[src/rtl/rr_mux_n_1.sv]
// N-to-1 round-robin collector: merges N valid/ready lanes into one registered
// output beat tagged with its source lane. Optional packet lock via `RR_MUX_LAST_EN.
module rr_mux_n_1 #(
  parameter int N  = 16,
  parameter int DW = 8,
  parameter int SW = 4
) (
  input  logic            clk,
  input  logic            rst_n,
  input  logic [N-1:0]    in_valid,
  input  logic [N*DW-1:0] in_data,
  output logic [N-1:0]    in_ready,
  output logic            out_valid,
  output logic [DW-1:0]   out_data,
  output logic [SW-1:0]   out_sel,
  input  logic            out_ready,
`ifdef RR_MUX_LAST_EN
  input  logic [N-1:0]    in_last,
  output logic            out_last,
`endif
  output logic            state_dbg
);

  // Handshake: a beat moves on any rising edge where valid and ready are both 1;
  // valid never waits on ready, and in_ready is raised for at most one lane.
  typedef enum logic {EMPTY = 1'b0, FULL = 1'b1} state_t;

  state_t        state_q, state_d;
  logic [SW-1:0] ptr_q;
  logic [SW-1:0] ptr_nxt;
  logic [SW-1:0] grant_idx;
  logic          grant_found;
  logic [SW:0]   cand;
  logic [SW-1:0] cand_idx;
  logic          load;
  logic          accept;
  logic [DW-1:0] win_data;

`ifdef RR_MUX_LAST_EN
  logic          lock_q;
  logic [SW-1:0] lock_lane_q;
`endif

  assign out_valid = (state_q == FULL);
  assign state_dbg = state_q;
  assign load      = ~out_valid | out_ready;

  // Rotating priority search starting at ptr; cand never exceeds 2N-2.
  always_comb begin
    grant_found = 1'b0;
    grant_idx   = '0;
    cand        = '0;
    cand_idx    = '0;
    for (int k = 0; k < N; k++) begin
      cand = {1'b0, ptr_q} + (SW+1)'(k);
      if (cand >= (SW+1)'(N)) cand = cand - (SW+1)'(N);
      cand_idx = cand[SW-1:0];
      if (!grant_found && in_valid[cand_idx]) begin
        grant_found = 1'b1;
        grant_idx   = cand_idx;
      end
    end
`ifdef RR_MUX_LAST_EN
    // Mid-packet the held lane is the only candidate, even when it idles.
    if (lock_q) begin
      grant_found = in_valid[lock_lane_q];
      grant_idx   = lock_lane_q;
    end
`endif
  end

  // rst_n gates the grant so no lane sees in_ready while reset is asserted.
  assign accept   = load & grant_found & rst_n;
  assign win_data = in_data[grant_idx*DW +: DW];
  assign ptr_nxt  = (grant_idx == SW'(N-1)) ? '0 : grant_idx + SW'(1);

  always_comb begin
    in_ready = '0;
    if (accept) in_ready[grant_idx] = 1'b1;
  end

  always_comb begin
    state_d = state_q;
    case (state_q)
      EMPTY: if (accept) state_d = FULL;
      FULL: begin
        if (accept)         state_d = FULL;
        else if (out_ready) state_d = EMPTY;
      end
      default: state_d = EMPTY;
    endcase
  end

  always_ff @(posedge clk or negedge rst_n) begin
    if (!rst_n) begin
      state_q  <= EMPTY;
      ptr_q    <= '0;
      out_data <= '0;
      out_sel  <= '0;
    end else begin
      state_q <= state_d;
      if (accept) begin
        out_data <= win_data;
        out_sel  <= grant_idx;
        ptr_q    <= ptr_nxt;
      end
    end
  end

`ifdef RR_MUX_LAST_EN
  always_ff @(posedge clk or negedge rst_n) begin
    if (!rst_n) begin
      lock_q      <= 1'b0;
      lock_lane_q <= '0;
      out_last    <= 1'b0;
    end else if (accept) begin
      lock_q      <= ~in_last[grant_idx];
      lock_lane_q <= grant_idx;
      out_last    <= in_last[grant_idx];
    end
  end
`endif

endmodule

[config.mk]
export PLATFORM = sky130hd
export DESIGN_NAME = rr_mux_n_1
export DESIGN_NICKNAME = d
export VERILOG_FILES = /design/src/rtl/rr_mux_n_1.sv
export SDC_FILE = /design/constraint.sdc
export NUM_CORES = 1
export LEC_CHECK = 0
export ABC_CLOCK_PERIOD_IN_PS = 7000
export CAP_MARGIN = 10
export CORE_UTILIZATION = 45
export DETAILED_ROUTE_END_ITERATION = 8
export PLACE_DENSITY_LB_ADDON = 0.25
export SLEW_MARGIN = 10
export SYNTH_ARGS = -nofsm -noshare
export SYNTH_HDL_FRONTEND = slang
export SYNTH_SLANG_ARGS = --single-unit
[constraint.sdc]
create_clock -name clk -period 7 [get_ports clk]
set_clock_uncertainty 0.2 [all_clocks]
set_input_delay 1.4 -clock clk [delete_from_list [all_inputs] [get_ports clk]]
set_output_delay 1.4 -clock clk [all_outputs]
set_load 0.1 [all_outputs]
==> flow_summary.json, run 1 <==
{
  "die_height_um": 102,
  "synth_largest_area_cell": "sky130_fd_sc_hd__mux2i_1",
  "crit_arrival_ps": 5290,
  "worstPathBufferInverterCount": 5,
  "setup.worst_path.class": "input port to primary output",
  "cts.clk_slew.worst_paths_ps": 70,
  "required_time_at_the_endpoint_of_the_critical_path_ps": 5400,
  "min_delay_worst_endpoint": "out_sel[3]",
  "worst_slew_pin_slew_ps": 1020,
  "setup.worst_path.start_class": "input port",
  "area_delta_synth_final_pct": 54.4,
  "synthTopCellsByArea": "sky130_fd_sc_hd__mux2i_1 18%, sky130_fd_sc_hd__mux4_2 17%, sky130_fd_sc_hd__dfrtp_1 9.4%, sky130_fd_sc_hd__nor2_1 4.6%, sky130_fd_sc_hd__nand2_1 4.0%",
  "synth-seq-area-share_pct": 9.44,
  "rr_startpoint": "ptr_q[1]",
  "die_area_sq_um": 10400,
  "syn_nets": 702,
  "place.gp.congestion": 0.919,
  "placementRows": 36,
  "diodes": 0,
  "hold_path_startpoint": "out_sel[3]",
  "crit_slowest_cell": "sky130_fd_sc_hd__or4_1",
  "wire_per_inst_um": 21.4,
  "slew_violations": 0,
  "design.core.area_sq_um": 9730,
  "num_vias": 5338,
  "yosys_warnings": 0,
  "hpwlAfterDp_um": 15000,
  "synthDominantCellAreaShare_pct": 18.4,
  "wire_length_of_the_first_global_routing_pass_um": 28400,
  "detail_route.vias_per_cell": 6.18,
  "hold_path_class": "register to register",
  "antenna_found_initial": 0,
  "post_route_hold_slack_ps": 299,
  "worst-r2r-cell-count": 17,
  "worst_path_largest_cell_delay_ps": 580,
  "cpLargestDelayFamily": "simple AND/OR/NAND/NOR gates",
  "grt-ovfl-total": 0,
  "synth.distinct_cells": 67,
  "ys_async_sr_fraction_pct": 100,
  "grt_resource_usage_total_pct": 35.7,
  "grt_max_degree": 38,
  "initial_core_util_pct": 46.3,
  "cts-root-to-sink-buffers": 2,
  "ioPinCount": 177,
  "cts_hold_buffers": 0,
  "worst_skew_pair.late_latency_ps": 260,
  "syn-cell-area_sq_um": 4500,
  "worstReg2RegEnd": "out_data[7]",
  "cts_made_buffers": 3,
  "finalCritPeriodShare_pct": 98.4,
  "cp_cell_sequence": "clkdlybuf4s50_1 > mux4_2 > mux4_2 > and2b_1 > nand4b_2 > or4_1 > buf_4 > o31ai_4 > buf_4 > a21oi_2 > nand2_1 > buf_12 > nor2_2 > buf_12",
  "timing.critical_path.fanout_max": 9,
  "cts_tree": "built",
  "antenna_left": 0,
  "firstDrtPassIters": 5,
  "max_freq_ghz": 0.145,
  "status": "finished clean",
  "hold-path-cell-count": 2,
  "synth_edf_count": 0,
  "fillers": 756,
  "clock_tree.htree_level_count": 1,
  "place.port_buffers": 176,
  "report.final.setup_viol": 0,
  "synth_area_per_cell_sq_um": 8.28,
  "most_used_dff_post_synth": "sky130_fd_sc_hd__dfrtp_1",
  "clk_sink_count": 17,
  "final_hold_vio_count": 0,
  "finish.net_count": 890,
  "ys_ff_latch": 17,
  "die-width_um": 102,
  "first_global_vias": 5384,
  "cts-root-buf": "sky130_fd_sc_hd__clkbuf_8",
  "min_period_ps": 6890,
  "max_cap_violations": 0,
  "max-slew-margin-rel_pct": 31.2,
  "remaining_drc_errors": 0,
  "drt_iter0_drc": 351,
  "drive_above_1_share_pct": 20.4,
  "wirelength_um": 18500,
  "post_synth_inst_count": 544,
  "worst_setup_path_end_kind": "primary output",
  "setup.reg_to_reg.worst_slack_ps": 1500
}
==> layer usage <==
metal	routed length (um)	share of wire, %	vias to the layer above	GRT usage [%]
li1	-	-	2466	-
met1	7210	39	2552	44.7
met2	9210	50	274	60.9
met3	1520	8.2	46	7.25
met4	580	3.1	0	12.5
met5	0	0	-	0
==> layout make-up <==
type                            instances  area [sq um]  share of cell area (%)
Timing Repair Buffer                  225          2350                    33.8
Inverter                               16          62.6                   0.899
Clock buffer                            4          45.0                   0.647
Tap cell                              133           166                    2.39
Sequential cell                        17           425                    6.12
Multi-Input combinational cell        469          3900                    56.1
==> worst max-delay path by stage <==
stage	start	end	slack [ps]	depth (start not counted)
floorplan	ptr_q[2]	in_ready[5]	-300	16
CTS	in_valid[10]	in_ready[9]	6	14
global route	in_valid[2]	in_ready[6]	-0.4	15
global placement	in_valid[10]	in_ready[3]	-30	13
finish	in_valid[2]	in_ready[2]	110	14
detailed placement	in_valid[10]	in_ready[3]	-60	13
==> per-stage QoR <==
step           setup TNS, ps  cell area [sq um]  util [%]  cells  worst slack, ps
3_5_place_dp            -285               6840      70.3    858            -62.8
2_1_floorplan          -2770               4550         -    544             -299
6_report                   0               6960      71.5    864              110
3_3_place_gp           -47.4               6840      70.3    858            -28.1
4_1_cts                    0               6890      70.8    862             5.92
5_1_grt               -0.357               6960      71.5    864           -0.357
==> synth_stat cells, drive strengths merged (4+ instances only) <==
library cell,number
xnor2,9
nand2,48
a211oi,9
nor2b,7
and2,7
mux2i,85
a311oi,4
a21oi,28
a22oi,7
dfrtp,17
o22ai,6
a31oi,10
inv,16
nand3,17
o211ai,6
nor2,55
nand2b,4
nor4,13
clkbuf,22
mux4,33
mux2,20
nor3,9
o21ai,26
ha,11
buf,20
==> worst reg2reg max path, cell delays in order, from the launching register on <==
cell	delay (ps)
sky130_fd_sc_hd__dfrtp_1	360
sky130_fd_sc_hd__buf_4	370
sky130_fd_sc_hd__ha_1	280
sky130_fd_sc_hd__xor2_1	330
sky130_fd_sc_hd__buf_4	230
sky130_fd_sc_hd__mux4_2	310
sky130_fd_sc_hd__mux4_2	530
sky130_fd_sc_hd__nor3b_2	250
sky130_fd_sc_hd__nand4b_2	150
sky130_fd_sc_hd__or4_1	580
sky130_fd_sc_hd__buf_4	180
sky130_fd_sc_hd__o32a_1	220
sky130_fd_sc_hd__nand2_1	190
sky130_fd_sc_hd__buf_4	290
sky130_fd_sc_hd__mux2i_1	290
sky130_fd_sc_hd__nor4_1	80
sky130_fd_sc_hd__nor4_1	390
sky130_fd_sc_hd__a31oi_1	150
==> placed cells by master, fill, tap and decap left out, drive strengths merged, types with 9 or more instances in the layout <==
master         netlist  final
dlymetal6s2s         0     11
a211oi               9      9
mux2i               85     85
mux4                33     33
nor4                13     13
nand2               48     48
a21oi               28     28
a31oi               10     10
nor2                55     55
dfrtp               17     17
o21ai               26     26
inv                 16     16
ha                  11     11
clkdlybuf4s50        0    149
xnor2                9      9
buf                 20     65
mux2                20     20
nor3                 9      9
nand3               17     17
==> cell families (layout without fill, tap and decap cells) <==
logic type	after synthesis	count (layout)	share of synthesized area, %
flip-flops	17	17	9.44
AO/OA/AOI/OAI	131	131	19.8
buffers and inverters	58	245	5.83
multiplexers	138	138	40.6
adder cells (fa/ha/maj)	11	11	3.06
XOR/XNOR	11	11	2.14
AND/OR/NAND/NOR	178	178	19.1
==> state kept, by name (all words and copies together), names as in the netlist <==
name       count
out_data       8
out_valid      1
out_sel        4
ptr_q          4
==> timing repair <==
item,4_1_cts,5_1_grt
gates resized for setup,2,20
pin swaps,0,1
endpoints found under the setup margin,16,16
buffers inserted,0,2
Power of run 1 is left out: the tool's default activity adds up to more than one toggle a clock period on the data nets, which glitch-free logic cannot reach.
==> run 2, diff against run 1 <==
- MAX_ROUTING_LAYER: unset -> met4
==> run 2 against run 1 <==
Effect of this change:
- cell area rose by 0.95%
- flip-flop and latch count did not move
- final cell count rose by 1.2%
- global-route usage rose by 2.3 points
- sequential share of layout area fell by 0.058 points
- core utilization rose by 0.68 points
- highest routed layer unchanged
- critical path depth fell by 1
- non-clock buffer count rose by 10
- wire length rose by 3.9%
- register-to-register slack got worse by 30 ps
- first-iteration DRC count rose by 15%
- maximum frequency rose by 0.19%
==> flow_summary.json, run 2 (synthesis results as in run 1) <==
{
  "rr_startpoint": "ptr_q[1]",
  "slew_violations": 0,
  "layout_setup_ws_ps": 123,
  "worstPathBufferInverterCount": 4,
  "max_cap_violations": 0,
  "die-width_um": 102,
  "diodes": 0,
  "area_delta_synth_final_pct": 55.9,
  "place.gp.congestion": 0.974,
  "final_area_sq_um": 7020,
  "hold_path_startpoint": "out_sel[1]",
  "cpLargestDelayFamily": "simple AND/OR/NAND/NOR gates",
  "place.port_buffers": 176,
  "top_regs": "out_data (8), out_sel (4), ptr_q (4)",
  "design.core.area_sq_um": 9730,
  "num_vias": 5516,
  "grt-ovfl-total": 0,
  "finalCritPeriodShare_pct": 98.2,
  "hold-path-cell-count": 1,
  "final_hold_vio_count": 0,
  "cts_hold_buffers": 0,
  "crit_slowest_cell": "sky130_fd_sc_hd__or4_1",
  "die_area_sq_um": 10400,
  "grt_max_degree": 37,
  "status": "finished clean",
  "register_name_with_the_most_flops": "out_data",
  "required_time_at_the_endpoint_of_the_critical_path_ps": 5400,
  "hpwlAfterDp_um": 15800,
  "clk_sink_count": 17,
  "wire_length_of_the_first_global_routing_pass_um": 29000,
  "worst_path_largest_cell_delay_ps": 560,
  "first_global_vias": 5509,
  "antenna_left": 0,
  "placementRows": 36,
  "max-slew-margin-rel_pct": 32.4,
  "min_delay_worst_endpoint": "out_sel[1]",
  "grt_resource_usage_total_pct": 37.9,
  "report.final.setup_viol": 0,
  "finish.net_count": 900,
  "worstReg2RegEnd": "out_data[6]",
  "drt_iter0_drc": 403,
  "place_area_sq_um": 6920,
  "flip_flop_count_of_the_largest_register_after_layout": 8,
  "min_period_ps": 6880,
  "ioPinCount": 177,
  "dp_slack_ps": -45.8,
  "wirelength_um": 19200,
  "detail_route.vias_per_cell": 6.31,
  "cts.clk_slew.worst_paths_ps": 70,
  "drive_above_1_share_pct": 21.5,
  "wire_per_inst_um": 22.0,
  "setup.worst_path.class": "input port to primary output",
  "crit_arrival_ps": 5280,
  "worst_setup_path_end_kind": "primary output",
  "worst-r2r-cell-count": 17,
  "worst_skew_pair.late_latency_ps": 250,
  "finish.cell_count_without_fillers": 874,
  "cts-root-buf": "sky130_fd_sc_hd__clkbuf_8",
  "hold_path_class": "register to register",
  "cts-root-to-sink-buffers": 2,
  "setup.worst_path.start_class": "input port",
  "worst_slew_pin_slew_ps": 1010,
  "placed_cells_incl_taps": 869,
  "max_freq_ghz": 0.145,
  "final_common_cell": "sky130_fd_sc_hd__clkdlybuf4s50_1",
  "layout.cells.most_common_list": "152 x sky130_fd_sc_hd__clkdlybuf4s50_1, 83 x sky130_fd_sc_hd__mux2i_1, 56 x sky130_fd_sc_hd__buf_4, 44 x sky130_fd_sc_hd__nand2_1, 42 x sky130_fd_sc_hd__nor2_1",
  "timing.critical_path.fanout_max": 9,
  "die_height_um": 102,
  "cts_tree": "built",
  "final_core_utilization_pct": 72.2,
  "cp_cell_sequence": "clkdlybuf4s50_1 > mux4_2 > mux4_2 > nor3b_2 > nand4b_2 > or4_1 > buf_4 > o31ai_2 > buf_4 > a21oi_2 > nand2_1 > nor2_1 > buf_12",
  "antenna_found_initial": 0,
  "firstDrtPassIters": 5,
  "initial_core_util_pct": 46.3,
  "remaining_drc_errors": 0,
  "setup.reg_to_reg.worst_slack_ps": 1470,
  "cts_made_buffers": 3,
  "clock_tree.htree_level_count": 1
}
[run 2: cell count changes in the layout (fill, tap and decap cells not counted), sizes merged]
cell	previous run	this run
buf	65	75
clkdlybuf4s50	149	152
dlymetal6s2s	11	8
[run 2: through the flow]
| stage | setup TNS [ps] | hold WS [ps] |
|---|---|---|
| floorplan | -2770 | 708 |
| global placement | 0 | 270 |
| detailed placement | -129 | 279 |
| CTS | 0 | 304 |
| global route | -1.47 | 312 |
| finish | 0 | 304 |
[run 2: worst max path at each step]
stage                            start          end  cells past startpoint
after floorplan               ptr_q[2]  in_ready[5]                     16
after global placement     in_valid[0]  in_ready[1]                     13
after detailed placement  in_valid[13]  in_ready[1]                     13
after CTS                 in_valid[13]  in_ready[3]                     13
after global routing      in_valid[15]  in_ready[1]                     13
final                      in_valid[5]  in_ready[1]                     13
[run 2: routing by layer]
layer	GRT usage, %	vias to the layer above	share of wire (%)
met3	5.20	62	7.7
met1	48.4	2663	39
met4	14.6	0	3.8
li1	-	2485	-
met2	61.0	306	49
met5	-	-	0
[run 2: what timing repair did]
action / CTS / global route
gates resized for setup: 1 / 19
pin swaps: 0 / 2
endpoints found under the setup margin: 3 / 16
setup buffers: 0 / 1
[run 2: worst reg2reg max path, delay by kind of cell (launching register included)]
family	cells	cell delay, ps
AND/OR/NAND/NOR	5	1220
multiplexers	4	1180
buffers and inverters	4	980
XOR/XNOR	1	660
AO/OA/AOI/OAI	2	480
flip-flops	1	410
adder cells (fa/ha/maj)	1	280
[run 2: final cells by class]
type                            instances  area [sq um]
Timing Repair Buffer                  235          2420
Clock buffer                            4          45.0
Inverter                               16          62.6
Multi-Input combinational cell        469          3900
Sequential cell                        17           425
Fill cell                             742          2710
Tap cell                              133           166
Power of run 2 is left out for the same reason.
==> run 3, diff against run 2 <==
- CORE_ASPECT_RATIO: unset -> 0.8
==> run 3 against run 2 <==
Effect of this change:
- core utilization up 0.12 points
- via count shrank 1.1%
- worst hold slack worse by 11 ps
- cell area decreased by 0.25%
- global-route usage is 0.31 points higher
- maximum frequency is 0.86% higher
- highest routed layer unchanged
==> flow_summary.json, run 3 (synthesis results as in run 1) <==
{
  "detail_route.vias_per_cell": 6.27,
  "global_route.usage.met1_pct": 51.0,
  "area_delta_synth_final_pct": 55.5,
  "hpwlAfterDp_um": 15700,
  "grt_max_degree": 35,
  "worst_slew_pin_slew_ps": 1050,
  "clk_sink_count": 17,
  "num_vias": 5453,
  "grt-ovfl-total": 0,
  "drt_iter0_drc": 575,
  "setup.worst_path.class": "input port to primary output",
  "cts.clk_slew.worst_paths_ps": 50,
  "cts-root-to-sink-buffers": 2,
  "register_name_with_the_most_flops": "out_data",
  "finish.net_count": 892,
  "slew_violations": 0,
  "max_cap_violations": 0,
  "place.gp.congestion": 0.988,
  "worst_skew_pair.late_latency_ps": 260,
  "max_freq_ghz": 0.147,
  "grt_use_met2_pct": 57.8,
  "layout.cells.most_common_list": "149 x sky130_fd_sc_hd__clkdlybuf4s50_1, 83 x sky130_fd_sc_hd__mux2i_1, 50 x sky130_fd_sc_hd__buf_4, 45 x sky130_fd_sc_hd__nand2_1, 40 x sky130_fd_sc_hd__nor2_1",
  "flip_flop_count_of_the_largest_register_after_layout": 8,
  "cp_cell_sequence": "clkdlybuf4s50_1 > mux4_2 > mux4_2 > and2b_2 > nand4b_2 > or4_4 > o32a_1 > o31ai_4 > ha_1 > nand2_2 > nor2_2 > buf_12",
  "final_hold_vio_count": 0,
  "die-width_um": 114,
  "fillers": 737,
  "global_route.usage.met3_pct": 9.75,
  "status": "finished clean",
  "finalCritPeriodShare_pct": 97.4,
  "placementRows": 32,
  "rsz0062_at_grt": "no",
  "antenna_left": 0,
  "max-slew-margin-rel_pct": 30.1,
  "firstDrtPassIters": 5,
  "die_area_sq_um": 10400,
  "remaining_drc_errors": 0,
  "required_time_at_the_endpoint_of_the_critical_path_ps": 5400,
  "die_height_um": 91.5,
  "worst_path_largest_cell_delay_ps": 580,
  "drive_above_1_share_pct": 20.9,
  "critical_path.most_common_cell": "sky130_fd_sc_hd__mux4_2",
  "timing.critical_path.fanout_max": 8,
  "grt_resource_usage_total_pct": 38.2,
  "wirelength_um": 19300,
  "final_common_cell": "sky130_fd_sc_hd__clkdlybuf4s50_1",
  "setup.worst_path.start_class": "input port",
  "cts_hold_buffers": 0,
  "clock_tree.htree_level_count": 1,
  "worst_setup_path_end_kind": "primary output",
  "cts-root-buf": "sky130_fd_sc_hd__clkbuf_16",
  "min_period_ps": 6820,
  "layout_setup_ws_ps": 182,
  "wire_length_of_the_first_global_routing_pass_um": 29500,
  "grt_busiest_layer": "met2",
  "wire_per_inst_um": 22.2,
  "initial_core_util_pct": 46.5,
  "hold_path_class": "register to register",
  "report.final.setup_viol": 0,
  "dp_slack_ps": 10.2,
  "finish.cell_count_without_fillers": 870,
  "cts_tree": "built",
  "antenna_found_initial": 1,
  "placed_cells_incl_taps": 864,
  "ioPinCount": 177,
  "crit_slowest_cell": "sky130_fd_sc_hd__or4_4",
  "first_global_vias": 5502,
  "crit_arrival_ps": 5220,
  "place.port_buffers": 176,
  "cts_made_buffers": 3,
  "top_regs": "out_data (8), out_sel (4), ptr_q (4)",
  "design.core.area_sq_um": 9690
}
[run 3: layout make-up]
class	instances	area, sq um	share of cell area (%)
diodes	1	2.50	0.0357
flip-flops and latches	17	425	6.07
clock buffers	4	78.8	1.13
multi-input cells	469	3920	56.0
inverters	16	62.6	0.893
well taps	136	170	2.43
repair buffers	227	2340	33.5
[run 3: stage by stage]
step / instance area [sq um] / util, % / setup TNS [ps] / hold WS [ps]
6_report: 7010 / 72.3 / 0 / 294
5_1_grt: 7010 / 72.3 / 0 / 307
4_1_cts: 6920 / 71.4 / 0 / 288
3_5_place_dp: 6840 / 70.6 / 0 / 279
3_3_place_gp: 6840 / 70.6 / 0 / 275
2_1_floorplan: 4550 / - / -2770 / 708
[run 3: repair_timing]
action | 4_1_cts | 5_1_grt
pin swaps | 0 | 2
buffers inserted | 0 | 1
endpoints found under the setup margin | 3 | 16
resized for setup | 1 | 26
[run 3: worst max-delay path: cells and delay by family]
kind	cells	cell delay [ps]
muxes	2	1110
AOI/OAI and AO/OA	2	320
adders and majority gates	1	250
buffers and inverters	2	750
and+or+nand+nor	5	1370
[run 3: worst paths after layout]
check	cells after the start	slack, ps	from	endpoint
setup / recovery	12	180	in_valid[13]	in_ready[11]
hold / removal	2	290	out_sel[3]	out_sel[3]
setup reg to reg	16	1370	ptr_q[0]	out_data[6]
hold reg to reg	2	290	out_sel[3]	out_sel[3]
max in group asynchronous	2	5100	rst_n	ptr_q[3]
min in group asynchronous	2	1290	rst_n	ptr_q[0]
[run 3: per-layer routing]
metal  up-vias  share of wire [%]  wire, um
met2       315                 46      8830
li1       2471                  -         -
met5         -                  0         0
met4         0                2.1       404
met1      2629                 42      8140
met3        38                 10      1940
Power of run 3 is left out for the same reason.
